[src/rtl/cpu_pkg.sv]
// Shared CPU register encodings and the pending register-write entry.
// reg16_idx maps any write entry onto the 16-bit register it touches.
package cpu_pkg;

  typedef enum logic [2:0] {
    AX = 3'd0, CX = 3'd1, DX = 3'd2, BX = 3'd3,
    SP = 3'd4, BP = 3'd5, SI = 3'd6, DI = 3'd7
  } GPR16_t;

  typedef enum logic [2:0] {
    AL = 3'd0, CL = 3'd1, DL = 3'd2, BL = 3'd3,
    AH = 3'd4, CH = 3'd5, DH = 3'd6, BH = 3'd7
  } GPR8_t;

  typedef struct packed {
    logic [2:0]  sel;
    logic        is_8_bit;
    logic [15:0] val;
  } wr_entry_t;

  // Byte registers AL..BH live inside AX..BX; bit 2 only picks the half.
  function automatic logic [2:0] reg16_idx(input wr_entry_t e);
    return e.is_8_bit ? {1'b0, e.sel[1:0]} : e.sel;
  endfunction

endpackage

[src/rtl/reg_write_queue_match.sv]
// Newest-match search over the queued writes, entries supplied oldest first.
// A byte write as newest match reports a conflict instead of a forwardable value.
module reg_write_queue_match
  import cpu_pkg::*;
#(
  parameter int DEPTH = 4
) (
  input  wr_entry_t [DEPTH-1:0] ent_by_age,
  input  logic [DEPTH-1:0]      ent_vld,
  input  logic [2:0]            lookup_sel,
  output logic                  lookup_hit,
  output logic                  lookup_conflict,
  output logic [15:0]           lookup_val
);

  always_comb begin
    lookup_hit      = 1'b0;
    lookup_conflict = 1'b0;
    lookup_val      = '0;
    // Later (younger) matches overwrite earlier ones.
    for (int i = 0; i < DEPTH; i++) begin
      if (ent_vld[i] && (reg16_idx(ent_by_age[i]) == lookup_sel)) begin
        lookup_hit      = !ent_by_age[i].is_8_bit;
        lookup_conflict = ent_by_age[i].is_8_bit;
        lookup_val      = ent_by_age[i].is_8_bit ? 16'h0000 : ent_by_age[i].val;
      end
    end
  end

endmodule

[src/rtl/reg_write_queue.sv]
// FIFO of pending register-file writes, drained one per unstalled cycle from registered state.
// Forwarding of queued values is built only with REG_WRITE_QUEUE_FORWARD_EN defined.
module reg_write_queue
  import cpu_pkg::*;
#(
  parameter int DEPTH = 4
) (
  input  logic                    clk,
  input  logic                    reset,
  input  logic                    push_valid,
  output logic                    push_ready,
  input  logic [2:0]              push_sel,
  input  logic                    push_is_8_bit,
  input  logic [15:0]             push_val,
  input  logic                    flush,
  input  logic                    rf_stall,
  output logic                    rf_wr_en,
  output logic [2:0]              rf_wr_sel,
  output logic [15:0]             rf_wr_val,
  output logic                    rf_is_8_bit,
  input  logic [2:0]              lookup_sel,
  output logic                    lookup_hit,
  output logic [15:0]             lookup_val,
  output logic                    lookup_conflict,
  output logic                    empty,
  output logic [$clog2(DEPTH):0]  count
);

  localparam int PW = $clog2(DEPTH);
  localparam int CW = PW + 1;

  wr_entry_t [DEPTH-1:0] mem_q, mem_d;
  logic [PW-1:0]         wr_ptr_q, wr_ptr_d;
  logic [PW-1:0]         rd_ptr_q, rd_ptr_d;
  logic [CW-1:0]         count_q, count_d;
  logic                  full, push_acc, pop;
  wr_entry_t             head;

  always_comb begin
    full     = (count_q == CW'(DEPTH));
    empty    = (count_q == '0);
    // Acceptance looks at pre-pop occupancy, so a full queue refuses even while draining.
    push_acc = push_valid && !full && !flush;
    pop      = !empty && !rf_stall;

    mem_d    = mem_q;
    wr_ptr_d = wr_ptr_q;
    rd_ptr_d = rd_ptr_q;
    count_d  = count_q;

    if (flush) begin
      wr_ptr_d = '0;
      rd_ptr_d = '0;
      count_d  = '0;
    end else begin
      if (push_acc) begin
        mem_d[wr_ptr_q].sel      = push_sel;
        mem_d[wr_ptr_q].is_8_bit = push_is_8_bit;
        mem_d[wr_ptr_q].val      = push_is_8_bit ? {8'h00, push_val[7:0]} : push_val;
        wr_ptr_d                 = wr_ptr_q + PW'(1);
      end
      if (pop) begin
        rd_ptr_d = rd_ptr_q + PW'(1);
      end
      count_d = count_q + CW'(push_acc) - CW'(pop);
    end
  end

  always_ff @(posedge clk or posedge reset) begin
    if (reset) begin
      mem_q    <= '0;
      wr_ptr_q <= '0;
      rd_ptr_q <= '0;
      count_q  <= '0;
    end else begin
      mem_q    <= mem_d;
      wr_ptr_q <= wr_ptr_d;
      rd_ptr_q <= rd_ptr_d;
      count_q  <= count_d;
    end
  end

  always_comb begin
    head        = empty ? '0 : mem_q[rd_ptr_q];
    rf_wr_en    = pop;
    rf_wr_sel   = head.sel;
    rf_wr_val   = head.val;
    rf_is_8_bit = head.is_8_bit;
  end

  assign push_ready = !full;
  assign count      = count_q;

`ifdef REG_WRITE_QUEUE_FORWARD_EN
  wr_entry_t [DEPTH-1:0] ent_by_age;
  logic [DEPTH-1:0]      ent_vld;

  // Rotate storage so index 0 is the head; the entry draining now stays valid.
  always_comb begin
    ent_by_age = '0;
    ent_vld    = '0;
    for (int i = 0; i < DEPTH; i++) begin
      ent_by_age[i] = mem_q[rd_ptr_q + PW'(i)];
      ent_vld[i]    = (CW'(i) < count_q);
    end
  end

  reg_write_queue_match #(
    .DEPTH(DEPTH)
  ) u_match (
    .ent_by_age      (ent_by_age),
    .ent_vld         (ent_vld),
    .lookup_sel      (lookup_sel),
    .lookup_hit      (lookup_hit),
    .lookup_conflict (lookup_conflict),
    .lookup_val      (lookup_val)
  );
`else
  logic unused_lookup_sel;
  assign unused_lookup_sel = ^lookup_sel;

  // Without forwarding, any pending write makes the caller stall.
  assign lookup_hit      = 1'b0;
  assign lookup_conflict = !empty;
  assign lookup_val      = '0;
`endif

endmodule
[config.mk]
export PLATFORM = sky130hd
export DESIGN_NAME = reg_write_queue
export DESIGN_NICKNAME = d
export VERILOG_FILES = /design/src/rtl/cpu_pkg.sv /design/src/rtl/reg_write_queue_match.sv /design/src/rtl/reg_write_queue.sv
export SDC_FILE = /design/constraint.sdc
export NUM_CORES = 1
export LEC_CHECK = 0
export BUFFER_PORTS_ARGS = -buffer_cell sky130_fd_sc_hd__clkbuf_2
export CORE_ASPECT_RATIO = 1.75
export CORE_MARGIN = 4
export CORE_UTILIZATION = 45
export CTS_CLUSTER_SIZE = 24
export DETAILED_ROUTE_END_ITERATION = 7
export GPL_TIMING_DRIVEN = 1
export PLACE_DENSITY = 0.71
export SYNTH_ARGS = -nofsm -noshare
export SYNTH_HDL_FRONTEND = slang
export SYNTH_SLANG_ARGS = --single-unit
[constraint.sdc]
create_clock -name clk -period 7.6 [get_ports clk]
set_clock_uncertainty 0.15 [all_clocks]
set_input_delay 0.76 -clock clk [delete_from_list [all_inputs] [get_ports clk]]
set_output_delay 0.76 -clock clk [all_outputs]
set_load 0.05 [all_outputs]
==> results.md <==
* Share of layout cells above drive strength 1 at 51.6%
* Top cells by area in the synthesized netlist: sky130_fd_sc_hd__dfrtp_1 47%, sky130_fd_sc_hd__mux2_4 26%, sky130_fd_sc_hd__mux4_2 9.7%, sky130_fd_sc_hd__nor2b_1 3.9%, sky130_fd_sc_hd__buf_4 2.9%
* Drt first-iter violations at 173
* I/O pin count at 72
* Unique cell type count in the Yosys netlist at 29
* Row count at 48
* Post-layout nets at 375
* GRT overflow at 0
* Number of buffers inserted for hold repair after clock tree synthesis at 0
* Number of violations of the max-capacitance limit at 0
* Switch Pwr at 0.000911 W
* Switching part of the total power at 39.0%
* Final hold violations at 0
* Overall power consumption at 0.00233 W
* Post-route minimum period at 3.30 ns
* Hold Crit Class: flip-flop to flip-flop
* Remaining number of nets flagged by the antenna check after routing at 0
* Register bit count reported by yosys at 87
* Per-cell via count in the routed design at 5.25
* Number of failing setup endpoints in the final timing report at 0
* Cell taking the most area after synthesis: sky130_fd_sc_hd__dfrtp_1
* Utilization after layout at 51.6%
* Largest driver fanout on the critical path at 15
* Filler Cell Count at 857
* Cell area power density at 453 nW/µm²
* Proportion of power drawn by flip-flops and latches at 33.2%
* Relative contribution of the clock network to total power at 20.6%
* Fmax achieved at 303 MHz
* Critical path capture point type: primary output
* Horizontal die dimension at 84.6 µm
* Antenna diode count at 0
* Final RePlAce weighted congestion at 0.711
* Via count of the first global-routing pass at 2731
* Maximum level of the CTS H-tree at 3
* First-pass GRT wire length at 14.6 mm
* Average wire per standard cell at 18.8 µm
* Multi-input gate area in the final layout at 2180 µm²
* Maximum number of pins on one net before global-route repair at 88
* Fraction of post-synthesis cell area in the top cell type by area at 47.1%
* Die Span Y at 142 µm
* Status: finished clean
* Worst Setup Path Type: flip-flop to primary output
* Final design area excluding fillers at 5150 µm²
* Standard cell core area at 9970 µm²
* I/O Buffers at 51
* TritonCTS Buffers at 9
* Logic pwr share at 46.2%
* Placed cell areas at 4820 µm²
* Clock sinks at 87
* Reg area at 2180 µm²
* Cell leakage power at 2.42 nW
* Buffer count from post-CTS setup fixing at 0
* Period utilization at 43.4%
* Pre-CTS setup slack at 4.62 ns
* Maximum buffer depth of the clock tree at 2
* Number of antenna violations at the first check in global routing at 0
* Actual transition at the worst max-transition pin at 1.10 ns
* Number of resized instances in the post-cts repair step at 0
* Total wirelength of the detailed-routed design at 8.86 mm
* Cell area after technology mapping at 4620 µm²
* Setup Total Neg Slack at 0 ns
* Overall die area at 12000 µm²
* Global-route usage over all layers at 15.7%
* Slew HR at 26.4%
* Area growth from synthesis to layout at 11.4%
* Data arrival time of the critical path at 2.39 ns
* Max Slew Vio Count at 0
* Required time of the critical path at 6.69 ns
* Final worst slack at 4.30 ns
* Pre-antenna DRT Iters at 4
* Total number of vias at 2468
* Remaining design rule violation count at 0
* Cell chosen for the clock root: sky130_fd_sc_hd__clkbuf_16
* Clk Latency, worst-skew pair at 0.34 ns
* Internal at 0.00142 W
* Warnings from Yosys at 0
* Nature of the critical path startpoint: flip-flop
* Setup repair after global routing missed its margin: false
* Maximum ir drop on the vdd rail at 0.000236 V
* TritonCTS clock tree: done
* Proportion of synthesized chip area in sequential cells at 47.1%
* Average cell area after synthesis at 15.8 µm²
* HPWL Detailed at 5.60 mm
* Initial Util at 46.4%
* Clk slew on worst S/H paths at 0.06 ns
* Post-Syn Instances at 293
==> cells in the final DEF (no fill, tap or decap), types with 2 or more instances in the layout <==
cell                        instances
sky130_fd_sc_hd__o21ai_0            3
sky130_fd_sc_hd__conb_1            17
sky130_fd_sc_hd__buf_4              4
sky130_fd_sc_hd__nand2b_1           2
sky130_fd_sc_hd__or3_1              2
sky130_fd_sc_hd__clkinv_4           2
sky130_fd_sc_hd__clkbuf_2          51
sky130_fd_sc_hd__bufinv_16          2
sky130_fd_sc_hd__clkbuf_16          9
sky130_fd_sc_hd__inv_1              5
sky130_fd_sc_hd__a21oi_1            2
sky130_fd_sc_hd__dfrtp_1           87
sky130_fd_sc_hd__mux4_2            20
sky130_fd_sc_hd__and3_4             4
sky130_fd_sc_hd__nor2_1             4
sky130_fd_sc_hd__mux2_4            80
sky130_fd_sc_hd__ha_1               6
sky130_fd_sc_hd__nor2b_1           29
==> synthesized netlist by cell type <==
library cell                n
sky130_fd_sc_hd__a21oi_1    2
sky130_fd_sc_hd__and2_1     1
sky130_fd_sc_hd__and2_2     1
sky130_fd_sc_hd__and2b_2    1
sky130_fd_sc_hd__and3_4     4
sky130_fd_sc_hd__buf_12     4
sky130_fd_sc_hd__buf_2      3
sky130_fd_sc_hd__buf_4     18
sky130_fd_sc_hd__buf_6      5
sky130_fd_sc_hd__clkbuf_1   5
sky130_fd_sc_hd__conb_1     1
sky130_fd_sc_hd__dfrtp_1   87
sky130_fd_sc_hd__fa_1       1
sky130_fd_sc_hd__ha_1       6
sky130_fd_sc_hd__inv_1      6
sky130_fd_sc_hd__mux2_4    80
sky130_fd_sc_hd__mux4_2    20
sky130_fd_sc_hd__nand2_1    1
sky130_fd_sc_hd__nand2b_1   2
sky130_fd_sc_hd__nand3_1    1
sky130_fd_sc_hd__nand4b_1   1
sky130_fd_sc_hd__nor2_1     4
sky130_fd_sc_hd__nor2b_1   29
sky130_fd_sc_hd__nor3_1     2
sky130_fd_sc_hd__o21ai_0    3
sky130_fd_sc_hd__o31ai_1    1
sky130_fd_sc_hd__or3_1      2
sky130_fd_sc_hd__or3b_1     1
sky130_fd_sc_hd__xor2_1     1
==> worst paths after layout <==
check / from / to / slack, ns / cells after the start
setup / recovery: rd_ptr_q[0]$_DFFE_PP0P_ / rf_wr_val[14] / 4.30 / 4
hold / removal: mem_q[57]$_DFFE_PP0P_ / mem_q[57]$_DFFE_PP0P_ / 0.36 / 1
setup reg to reg: count[1]$_DFF_PP0_ / count[2]$_DFF_PP0_ / 5.02 / 10
hold reg to reg: mem_q[57]$_DFFE_PP0P_ / mem_q[57]$_DFFE_PP0P_ / 0.36 / 1
max in group asynchronous: reset / mem_q[0]$_DFFE_PP0P_ / 6.00 / 3
min in group asynchronous: reset / mem_q[25]$_DFFE_PP0P_ / 0.62 / 3
==> cell families (layout without fill, tap and decap cells) <==
family / count (synthesis) / in the layout / share of synthesized area [%]
multiplexers: 100 / 100 / 35.7
buffers and inverters: 41 / 77 / 7.09
adder cells (fa/ha/maj): 7 / 7 / 2.06
XOR/XNOR: 1 / 1 / 0.190
other: 1 / 17 / 0.0811
flip-flops: 87 / 87 / 47.1
AO/OA/AOI/OAI: 6 / 6 / 0.704
AND/OR/NAND/NOR: 50 / 50 / 7.04
==> critical path, stage by stage, from the launching register on <==
cell	delay, ns
sky130_fd_sc_hd__dfrtp_1	0.69
sky130_fd_sc_hd__buf_4	0.40
sky130_fd_sc_hd__mux4_2	0.54
sky130_fd_sc_hd__nor2b_1	0.16
sky130_fd_sc_hd__clkbuf_2	0.25
==> power groups by stage <==
stage	clock (W)	combinational, W	sequential (W)
after floorplan	0	0.000908	0.000756
after global placement	0	0.00107	0.000769
after detailed placement	0	0.00109	0.000780
after CTS	0.000488	0.00109	0.000777
after global routing	0.000510	0.00114	0.000802
final	0.000480	0.00108	0.000775
==> metal layers <==
layer / GRT usage, % / wire length, µm / vias up
li1: - / - / 1086
met1: 19.7 / 3790 / 1284
met2: 25.9 / 4480 / 73
met3: 3.30 / 324 / 25
met4: 7.26 / 267 / 0
met5: 0 / 0 / -
==> flip-flops by register name, indices dropped and copies added (netlist names) <==
name / flops
wr_ptr_q: 2
mem_q: 80
count: 3
rd_ptr_q: 2
==> stage by stage <==
step                      hold slack (ns)  instances
after floorplan                     0.326        309
after global placement              0.338        454
after detailed placement            0.342        454
after CTS                           0.361        470
after global routing                0.373        470
final                               0.360        470
==> layout make-up <==
cell class | count | share of cell area (%)
Clock inverter | 6 | 1.82
Timing Repair Buffer | 55 | 5.54
Multi-Input combinational cell | 181 | 42.4
Sequential cell | 87 | 42.3
Tap cell | 125 | 3.04
Inverter | 6 | 0.462
Clock buffer | 10 | 4.45
Note: power is estimated with default switching activity, not from simulation.
